File: config.mk
export PLATFORM = sky130hd
export DESIGN_NAME = fft8_frame_ctrl
export DESIGN_NICKNAME = d
export VERILOG_FILES = /design/src/rtl/fft8_pkg.sv /design/src/rtl/fft8_sample_buf.sv /design/src/rtl/fft8_frame_ctrl.sv
export SDC_FILE = /design/constraint.sdc
export NUM_CORES = 1
export LEC_CHECK = 0
export ABC_AREA = 1
export CORE_AREA = 8 8 228 230
export CTS_BUF_LIST = sky130_fd_sc_hd__clkbuf_16
export DETAILED_ROUTE_END_ITERATION = 12
export DIE_AREA = 0 0 236 238
export DONT_BUFFER_PORTS = 1
export HOLD_SLACK_MARGIN = 0.02
export PLACE_DENSITY = 0.7
export SETUP_SLACK_MARGIN = 0.05
export SLEW_MARGIN = 30
export SYNTH_ARGS = -nofsm -noshare
export SYNTH_HDL_FRONTEND = slang
export SYNTH_SLANG_ARGS = --single-unit
export TNS_END_PERCENT = 1
File: constraint.sdc
create_clock -name CLK -period 1.58 [get_ports CLK]
set_input_delay 0.158 -clock CLK [delete_from_list [all_inputs] [get_ports CLK]]
set_output_delay 0.158 -clock CLK [all_outputs]
set_load 0.02 [all_outputs]
File: src/rtl/fft8_pkg.sv
// Shared types and constants for the 8-point FFT frame sequencer.
package fft8_pkg;

    localparam int NPOINT     = 8;
    localparam int IDXW       = 3;
    localparam int DW_DEFAULT = 16;
    localparam int LAST_IDX   = NPOINT - 1;

    typedef enum logic [2:0] {
        LOAD,
        WRITE,
        START,
        WAIT,
        UNLOAD
    } state_e;

    // Lane k of a flattened lane bus occupies [w*k +: w].
    function automatic int lane_lo(input int k, input int w);
        return k * w;
    endfunction

endpackage

File: src/rtl/fft8_sample_buf.sv
// Eight-entry complex register file: indexed write, bulk parallel load,
// clear, indexed read mux and a flattened view of every lane.
module fft8_sample_buf
    import fft8_pkg::*;
#(
    parameter int DW = DW_DEFAULT
) (
    input  logic                 clk,
    input  logic                 rst,
    input  logic                 clr,
    input  logic                 wr_en,
    input  logic [IDXW-1:0]      wr_idx,
    input  logic [DW-1:0]        wr_real,
    input  logic [DW-1:0]        wr_imag,
    input  logic                 ld_en,
    input  logic [NPOINT*DW-1:0] ld_real,
    input  logic [NPOINT*DW-1:0] ld_imag,
    input  logic [IDXW-1:0]      rd_idx,
    output logic [DW-1:0]        rd_real,
    output logic [DW-1:0]        rd_imag,
    output logic [NPOINT*DW-1:0] all_real,
    output logic [NPOINT*DW-1:0] all_imag
);

    logic [DW-1:0] re_q [NPOINT];
    logic [DW-1:0] im_q [NPOINT];
    logic [DW-1:0] re_d [NPOINT];
    logic [DW-1:0] im_d [NPOINT];

    // NOTE: start from the current contents so every path assigns re_d/im_d; no latch.
    always_comb begin
        re_d = re_q;
        im_d = im_q;
        if (clr) begin
            for (int k = 0; k < NPOINT; k++) begin
                re_d[k] = '0;
                im_d[k] = '0;
            end
        end else if (ld_en) begin
            for (int k = 0; k < NPOINT; k++) begin
                re_d[k] = ld_real[lane_lo(k, DW) +: DW];
                im_d[k] = ld_imag[lane_lo(k, DW) +: DW];
            end
        end else if (wr_en) begin
            re_d[wr_idx] = wr_real;
            im_d[wr_idx] = wr_imag;
        end
    end

    // NOTE: the storage is reset on purpose: lanes a short frame never writes must read as zero.
    // NOTE: state updates use <= so every flop samples pre-edge values.
    always_ff @(posedge clk) begin
        if (rst) begin
            for (int k = 0; k < NPOINT; k++) begin
                re_q[k] <= '0;
                im_q[k] <= '0;
            end
        end else begin
            re_q <= re_d;
            im_q <= im_d;
        end
    end

    assign rd_real = re_q[rd_idx];
    assign rd_imag = im_q[rd_idx];

    always_comb begin
        all_real = '0;
        all_imag = '0;
        for (int k = 0; k < NPOINT; k++) begin
            all_real[lane_lo(k, DW) +: DW] = re_q[k];
            all_imag[lane_lo(k, DW) +: DW] = im_q[k];
        end
    end

endmodule

File: src/rtl/fft8_frame_ctrl.sv
// Frame sequencer for the 8-point FFT core: assembles input frames, drives the
// core write/start handshake, captures results and streams bins out.
module fft8_frame_ctrl
    import fft8_pkg::*;
#(
    parameter int DW           = DW_DEFAULT,
    parameter int START_CYCLES = 2,
    parameter int TIMEOUT      = 16
) (
    input  logic                 CLK,
    input  logic                 RST,
    input  logic                 s_valid,
    output logic                 s_ready,
    input  logic [DW-1:0]        s_real,
    input  logic [DW-1:0]        s_imag,
    input  logic                 s_last,
    output logic                 m_valid,
    input  logic                 m_ready,
    output logic [DW-1:0]        m_real,
    output logic [DW-1:0]        m_imag,
    output logic [2:0]           m_index,
    output logic                 m_last,
    output logic                 core_write,
    output logic                 core_start,
    output logic [NPOINT*DW-1:0] core_in_real,
    output logic [NPOINT*DW-1:0] core_in_imag,
    input  logic [NPOINT*DW-1:0] core_out_real,
    input  logic [NPOINT*DW-1:0] core_out_imag,
    input  logic                 core_ready,
    output logic                 busy,
    output logic                 frame_err,
    output logic [15:0]          frame_count
);

    localparam int CNT_MAX = (TIMEOUT > START_CYCLES) ? TIMEOUT : START_CYCLES;
    localparam int CNTW    = $clog2(CNT_MAX) + 1;

    state_e          state_q, state_d;
    logic [IDXW-1:0] idx_q, idx_d;
    logic [IDXW-1:0] odx_q, odx_d;
    logic [CNTW-1:0] cnt_q, cnt_d;
    logic [15:0]     frame_count_q, frame_count_d;
    logic            s_ready_q, s_ready_d;
    logic            m_valid_q, m_valid_d;
    logic            m_last_q, m_last_d;
    logic            core_write_q, core_write_d;
    logic            core_start_q, core_start_d;
    logic            busy_q, busy_d;
    logic            frame_err_q, frame_err_d;

    logic            ibuf_clr, ibuf_wr, obuf_ld;
    logic [DW-1:0]   ibuf_rd_real_unused, ibuf_rd_imag_unused;
    logic [NPOINT*DW-1:0] obuf_all_real_unused, obuf_all_imag_unused;

    always_comb begin
        state_d       = state_q;
        idx_d         = idx_q;
        odx_d         = odx_q;
        cnt_d         = cnt_q;
        frame_count_d = frame_count_q;
        frame_err_d   = 1'b0;
        ibuf_clr      = 1'b0;
        ibuf_wr       = 1'b0;
        obuf_ld       = 1'b0;

        case (state_q)
            LOAD: begin
                if (s_valid && s_ready_q) begin
                    ibuf_wr = 1'b1;
                    idx_d   = idx_q + IDXW'(1);
                    if (idx_q == IDXW'(LAST_IDX) || s_last) begin
                        // A frame closes cleanly only when s_last lands exactly on lane 7.
                        frame_err_d = !(idx_q == IDXW'(LAST_IDX) && s_last);
                        idx_d       = '0;
                        state_d     = WRITE;
                    end
                end
            end
            WRITE: begin
                cnt_d   = '0;
                state_d = START;
            end
            START: begin
                if (cnt_q == CNTW'(START_CYCLES - 1)) begin
                    cnt_d   = '0;
                    state_d = WAIT;
                end else begin
                    cnt_d = cnt_q + CNTW'(1);
                end
            end
            WAIT: begin
                if (core_ready) begin
                    obuf_ld = 1'b1;
                    odx_d   = '0;
                    state_d = UNLOAD;
                end else if (cnt_q == CNTW'(TIMEOUT - 1)) begin
                    frame_err_d = 1'b1;
                    ibuf_clr    = 1'b1;
                    state_d     = LOAD;
                end else begin
                    cnt_d = cnt_q + CNTW'(1);
                end
            end
            UNLOAD: begin
                if (m_valid_q && m_ready) begin
                    if (odx_q == IDXW'(LAST_IDX)) begin
                        odx_d         = '0;
                        frame_count_d = frame_count_q + 16'd1;
                        ibuf_clr      = 1'b1;
                        state_d       = LOAD;
                    end else begin
                        odx_d = odx_q + IDXW'(1);
                    end
                end
            end
            default: state_d = LOAD;
        endcase

        // Outputs are decoded from the next state so they appear registered.
        s_ready_d    = (state_d == LOAD);
        busy_d       = (state_d != LOAD);
        core_write_d = (state_d == WRITE);
        core_start_d = (state_d == START);
        m_valid_d    = (state_d == UNLOAD);
        m_last_d     = (state_d == UNLOAD) && (odx_d == IDXW'(LAST_IDX));
    end

    always_ff @(posedge CLK) begin
        if (RST) begin
            state_q       <= LOAD;
            idx_q         <= '0;
            odx_q         <= '0;
            cnt_q         <= '0;
            frame_count_q <= '0;
            s_ready_q     <= 1'b1;
            m_valid_q     <= 1'b0;
            m_last_q      <= 1'b0;
            core_write_q  <= 1'b0;
            core_start_q  <= 1'b0;
            busy_q        <= 1'b0;
            frame_err_q   <= 1'b0;
        end else begin
            state_q       <= state_d;
            idx_q         <= idx_d;
            odx_q         <= odx_d;
            cnt_q         <= cnt_d;
            frame_count_q <= frame_count_d;
            s_ready_q     <= s_ready_d;
            m_valid_q     <= m_valid_d;
            m_last_q      <= m_last_d;
            core_write_q  <= core_write_d;
            core_start_q  <= core_start_d;
            busy_q        <= busy_d;
            frame_err_q   <= frame_err_d;
        end
    end

    fft8_sample_buf #(.DW(DW)) u_ibuf (
        .clk      (CLK),
        .rst      (RST),
        .clr      (ibuf_clr),
        .wr_en    (ibuf_wr),
        .wr_idx   (idx_q),
        .wr_real  (s_real),
        .wr_imag  (s_imag),
        .ld_en    (1'b0),
        .ld_real  ({NPOINT*DW{1'b0}}),
        .ld_imag  ({NPOINT*DW{1'b0}}),
        .rd_idx   ({IDXW{1'b0}}),
        .rd_real  (ibuf_rd_real_unused),
        .rd_imag  (ibuf_rd_imag_unused),
        .all_real (core_in_real),
        .all_imag (core_in_imag)
    );

    fft8_sample_buf #(.DW(DW)) u_obuf (
        .clk      (CLK),
        .rst      (RST),
        .clr      (1'b0),
        .wr_en    (1'b0),
        .wr_idx   ({IDXW{1'b0}}),
        .wr_real  ({DW{1'b0}}),
        .wr_imag  ({DW{1'b0}}),
        .ld_en    (obuf_ld),
        .ld_real  (core_out_real),
        .ld_imag  (core_out_imag),
        .rd_idx   (odx_q),
        .rd_real  (m_real),
        .rd_imag  (m_imag),
        .all_real (obuf_all_real_unused),
        .all_imag (obuf_all_imag_unused)
    );

    assign s_ready     = s_ready_q;
    assign m_valid     = m_valid_q;
    assign m_last      = m_last_q;
    assign m_index     = odx_q;
    assign core_write  = core_write_q;
    assign core_start  = core_start_q;
    assign busy        = busy_q;
    assign frame_err   = frame_err_q;
    assign frame_count = frame_count_q;

endmodule

Yosys cells after proc, flatten, opt, wreduce, memory -nomap -nowiden:

Cells that the tools add are included.

* eq/ne operators: 14
* multiplexer cells: 39
* reduce and logical (&&, ||, !) cells: 15
* shifts and indexed selects: 0
* bitwise operators: 2
* div/mod/pow operators: 0
* add/subtract/negate cells: 4
* magnitude comparators: 3
* $mul: 0

Operators with widths (count)
* bitwise mux 128 bit: 2
* binary-select mux 16 bit (select 3 bit): 2
* two-way mux 16 bit: 5
* demux 16 bit (select 3 bit): 1
* two-way mux 3 bit: 11
* adder 16 x 1 -> 16 bit, second input constant: 1
* == test 3 bit, second input constant: 5
* two-way mux 5 bit: 3
* case mux 3 bit (5 select lines): 1
* case mux 5 bit (3 select lines): 1
* two-way mux 1 bit: 10
* == test 3 x 2 -> 1 bit, second input constant: 3
* >= comparator 4 bit, second input constant: 2
* inverter 3 -> 4 bit: 2
* adder 3 x 1 -> 3 bit, second input constant: 2
* == test 3 x 1 -> 1 bit, second input constant: 2
* zero test 3 bit: 2
* case mux 3 bit (2 select lines): 1
* AND reduction 3 bit: 2
* nonzero test 3 bit: 2
* adder 5 x 1 -> 5 bit, second input constant: 1
* == test 5 x 1 -> 1 bit, second input constant: 1
* == test 5 x 4 -> 1 bit, second input constant: 1
* logical AND 1 bit: 5
* 7 further kinds: 9

* bits in registers: 549
* bits in writable memories: 0
* input port bits: 294
* ROM bits: 0
* memories: 0
* word-level logic and storage cells: 121
* latch bits: 0
* output and inout bits: 314

Depth between registers and ports, before layout:

* word-level depth: 7
* gate-level depth with buffers: 11
* depth with buffers taken out: 10

Modules after synthesis:

Synthesis repeated with hierarchy kept, for this count alone.

* cells, all modules: 5949
* area total of the unflattened synthesis: 34190.3 um^2

Modules (own cells, without submodules)
* fft8_sample_buf: instances 2, area each 16149.2 um^2, cells an instance 2849, sequential area each 5124.9 um^2
* fft8_frame_ctrl: instances 1, area each 1891.8 um^2, cells an instance 251, sequential area each 740.7 um^2

Worst setup path after synthesis:

OpenSTA, ideal clock, no wires.

* kind: reg-to-output
* start: register odx_q[0] (netlist: m_index[0])
* end: output port m_real[10]
* stages on the path, launching flop included: 10
* setup slack: -324 ps
* arrival time: 1746 ps
* required time: 1422 ps
* cell sequence: dfxtp_1 clkbuf_1 inv_1 buf_2 clkbuf_1 a21oi_1 o21ai_0 nand2_1 nor2_1 a31oi_1

* word-level cells in the longest chain between the ends: 4

RTL lines
* start, declared: RTL line fft8_frame_ctrl.sv:40 `logic [IDXW-1:0] odx_q, odx_d;`
* start signal, assigned: RTL line fft8_frame_ctrl.sv:132 `odx_q <= '0;`
* start signal, assigned: RTL line fft8_frame_ctrl.sv:145 `odx_q <= odx_d;`
* inverter 3 -> 4 bit (implied by the code): RTL line fft8_sample_buf.sv:64 `assign rd_real = re_q[rd_idx];`
* binary-select mux 16 bit (select 3 bit): RTL line fft8_sample_buf.sv:64
* two-way mux 16 bit (implied by the code) (2 in a row): RTL line fft8_sample_buf.sv:64
* end, declared: RTL line fft8_frame_ctrl.sv:19 `output logic [DW-1:0] m_real,`

No other way between the ends. The select of a mux whose other input is x is not followed.

Final worst setup path:

* start: register odx_q[0] (netlist: m_index[0])
* end: output port m_real[12]

The elaborated chain is that of the path after synthesis.

==> impl_summary.md <==
Floorplanning
After floorplanning, the core was sized to cover 48300 µm². 608 I/O pins were placed. The die covers 56200 µm². The starting density of the core is approximately 45%. The floorplan has 81 rows. The die outline height is 238 µm. The die is 236 µm wide.

Yosys
The post-synthesis cell type count is 30. The count of synthesis-stage warnings from yosys is 0. By area the synthesized netlist is led by dfxtp_1, a21oi_1, nand2_1. Counting every instance in the synthesized netlist gives 2913. In this run the biggest area consumer among cell types represents 51.0% of the synthesized area.

The net count after synthesis is roughly 3200. The synthesized area is 21500 µm². Dividing the synthesized area by the synthesized cell count gives 7.39 µm². The biggest area consumer among synthesized cells is dfxtp_1.

The sequential fraction of the synthesis area is 51.0%. After synthesis the netlist holds a flip-flop and latch count of 549.

Finish
At the end of the flow the core is filled with cells to 58.1%. After the last flow step, the layout net total stands at 3436. The layout has ~4000 filler cells. Summing all flip-flop and latch instances after layout gives 11000 µm².

The share of final-layout standard cells stronger than drive strength 1 is 14.3%. The library cells used most frequently in the layout, excluding fill and tap cells, are nand2_1, a21oi_1, dfxtp_1. The most common library cell in the layout ignoring fill and taps is nand2_1. The synthesis-to-finish area growth is 30.3%. The multi-input combinational cells in the finished layout cover a total of 9460 µm².

Clock network
The TritonCTS buffer count is 56. The H-tree was split into 2 levels. The maximum root-to-sink buffer count is 3. The clock transition at the register clock pins on the worst setup and hold paths after CTS is 0.06 ns. The latest clock arrival within the worst-skew pair is 0.61 ns. The number of hold buffers added after CTS was roughly 210. The cell chosen for the clock root is clkbuf_16. The CTS tree is built. The TritonCTS sink count is 549.

Timing
The number of slew-limit violations in the final report came to 0. The final critical-path required period is 2.33 ns. The remaining max-slew budget at the tightest pin is 61.1%. Across all hold checks on the routed design, the worst slack comes to -0.360 ns. For the pin with the worst max-slew slack, the measured transition is just under 0.6 ns. The final worst setup slack is -0.746 ns. The total of endpoints with negative setup slack in the final report is 309.

The final critical path takes up 147% of the cycle. Static timing analysis puts the maximum clock frequency at 0.430 GHz. The setup clock skew after layout is 0.0277 ns. Setup repair after global routing could not meet its margin everywhere. The hold violation total from the final report is 142.

Detailed routing
The initial DRC count is 2239. Across all layers, the routed design uses about 22000 vias. For this run, design rule violations remaining after detail routing come to 0. The sum of routed wire length over all layers is about 86 mm. The antenna violation net count after detailed routing is 0.

The total iterations of the first detailed-routing run is 6. In the final routed layout, each cell accounts on average for 22.6 µm. The routed via count divided by cell count is 5.80.

Pwr
The leakage component of the power is 9.74 nW. The largest voltage drop on the vdd net is around 820 µV. The sum of internal, switching and leakage power is 28.4 mW.

The cell area power density is 1010 nW/µm².

Critical path
The setup path with the least slack is of type reg2out. The end of the worst register-to-register path is u_ibuf.all_imag[27]. The type of origin of the critical path is a flip-flop. Tracing the worst setup path back leads to its startpoint at m_index[0]. Data on the critical path is required at its endpoint by 1.42 ns.

Counting cells, the worst reg-to-reg path comes to 9. The worst register-to-register path has a setup slack of -0.26 ns. Following the worst setup path forward leads to its endpoint at m_real[12]. STA puts the critical path data arrival time at around 2.2 ns. The worst setup path is captured at an output pin. The worst reg2reg path startpoint is m_index[0]. In this run the worst path has a maximum fanout of 31.

Global routing
The number of global-route vias before repair is 20966. The number of antenna violations at the first check in global routing was 18. The global-route wire length before repair is 127 mm.

The remaining global-route overflow is 0. The maximum number of pins on one net before global-route repair is 144. For this run, the total global-route usage over all layers was measured as 28.3%.

Placement
The detailed-placement wirelength estimate is 59.8 mm. The pre-CTS setup slack is -0.194 ns. The number of port buffers is 0. The routability congestion estimate from global placement is about 0.94.

Flow run
The number of max-cap violations is 0.

Min path
The path class of the tightest hold or removal check is in2reg.

Status
The checks that failed: negative hold slack, negative setup slack. The flow ran to the end, but the final reports show violations.
flip-flops by register name, summed over array words and instances (netlist names), 3 cells and up:
name and cells:
m_index 3, u_ibuf.all_real 128, u_obuf.all_imag 128, state_q 3, u_ibuf.all_imag 128, u_obuf.all_real 128
cnt_q 5, idx_q 3, frame_count 16
routing by layer:
layer | vias up | GRT usage, % | part of all wire, %
li1 | 9947 | - | -
met1 | 10303 | 33.8 | 36
met2 | 1520 | 44.9 | 46
met3 | 359 | 9.28 | 12
met4 | 6 | 15.9 | 6.1
met5 | - | 0 | 0.032
where the power goes:
part	internal, mW	total (mW)	switching (mW)	leakage [nW]
Combinational	0.713	1.64	0.927	4.41
Clock	6.90	12.4	5.54	0.899
Sequential	14.0	14.3	0.273	4.43
synthesized netlist by cell type (all sizes together):
master,instances
nand2,847
a21oi,657
dfxtp,549
o21ai,269
inv,175
clkbuf,138
buf,110
nor2,79
a31oi,33
nand3,18
nand4,10
ha,9
nor3,6
xor2,3
a22oi,2
o211ai,2
o21bai,2
or2,2
nand3b,1
o31ai,1
worst max-delay path: stages, from the launching register on:
cell and delay [ns]:
dfxtp_4 0.38, buf_12 0.18, buf_16 0.18, a21oi_1 0.21, o21ai_0 0.13, nand2_1 0.09
nor2_2 0.05, a31oi_2 0.15, buf_4 0.16
timing repair:
item | in CTS | in global routing
endpoints found under the setup margin | 393 | 502
buffers inserted | 1 | 1
pin swaps | 16 | 12
hold endpoints to repair | 545 | 142
resized for setup | 129 | 140
cloned | 1 | 3
how the worst min path moves through the flow:
stage | cells after the start | from | end
3_5_place_dp | 1 | RST | m_valid
3_3_place_gp | 1 | RST | u_obuf.all_real[127]
2_1_floorplan | 2 | core_out_imag[58] | u_obuf.all_imag[58]
6_report | 1 | RST | u_obuf.all_real[79]
5_1_grt | 1 | RST | u_obuf.all_real[79]
4_1_cts | 1 | RST | state_q[2]
final cells by class:
cell class	count	share of cell area, %
diodes	16	0.143
well taps	622	2.77
inverters	175	2.43
flip-flops and latches	549	39.2
multi-input cells	1941	33.7
repair buffers	410	15.7
clock inverters	46	1.05
clock buffers	56	4.99
metrics by stage:
step                instances  TNS, ns  cell area, µm²
floorplan                2913        0           22000
global placement         3482   -37.54           23600
detailed placement       3482   -43.80           23600
CTS                      3795   -64.01           27700
global route             3813   -98.47           28100
finish                   3815   -75.21           28100
cells by family after synthesis:
family,share of synthesized area [%]
AOI/OAI and AO/OA,22.7
xor gates and xnor gates,0.122
adders and majority gates,0.523
buffers and inverters,8.11
DFF,51.0
and+or+nand+nor,17.5
(Power assumes the default switching activity.)
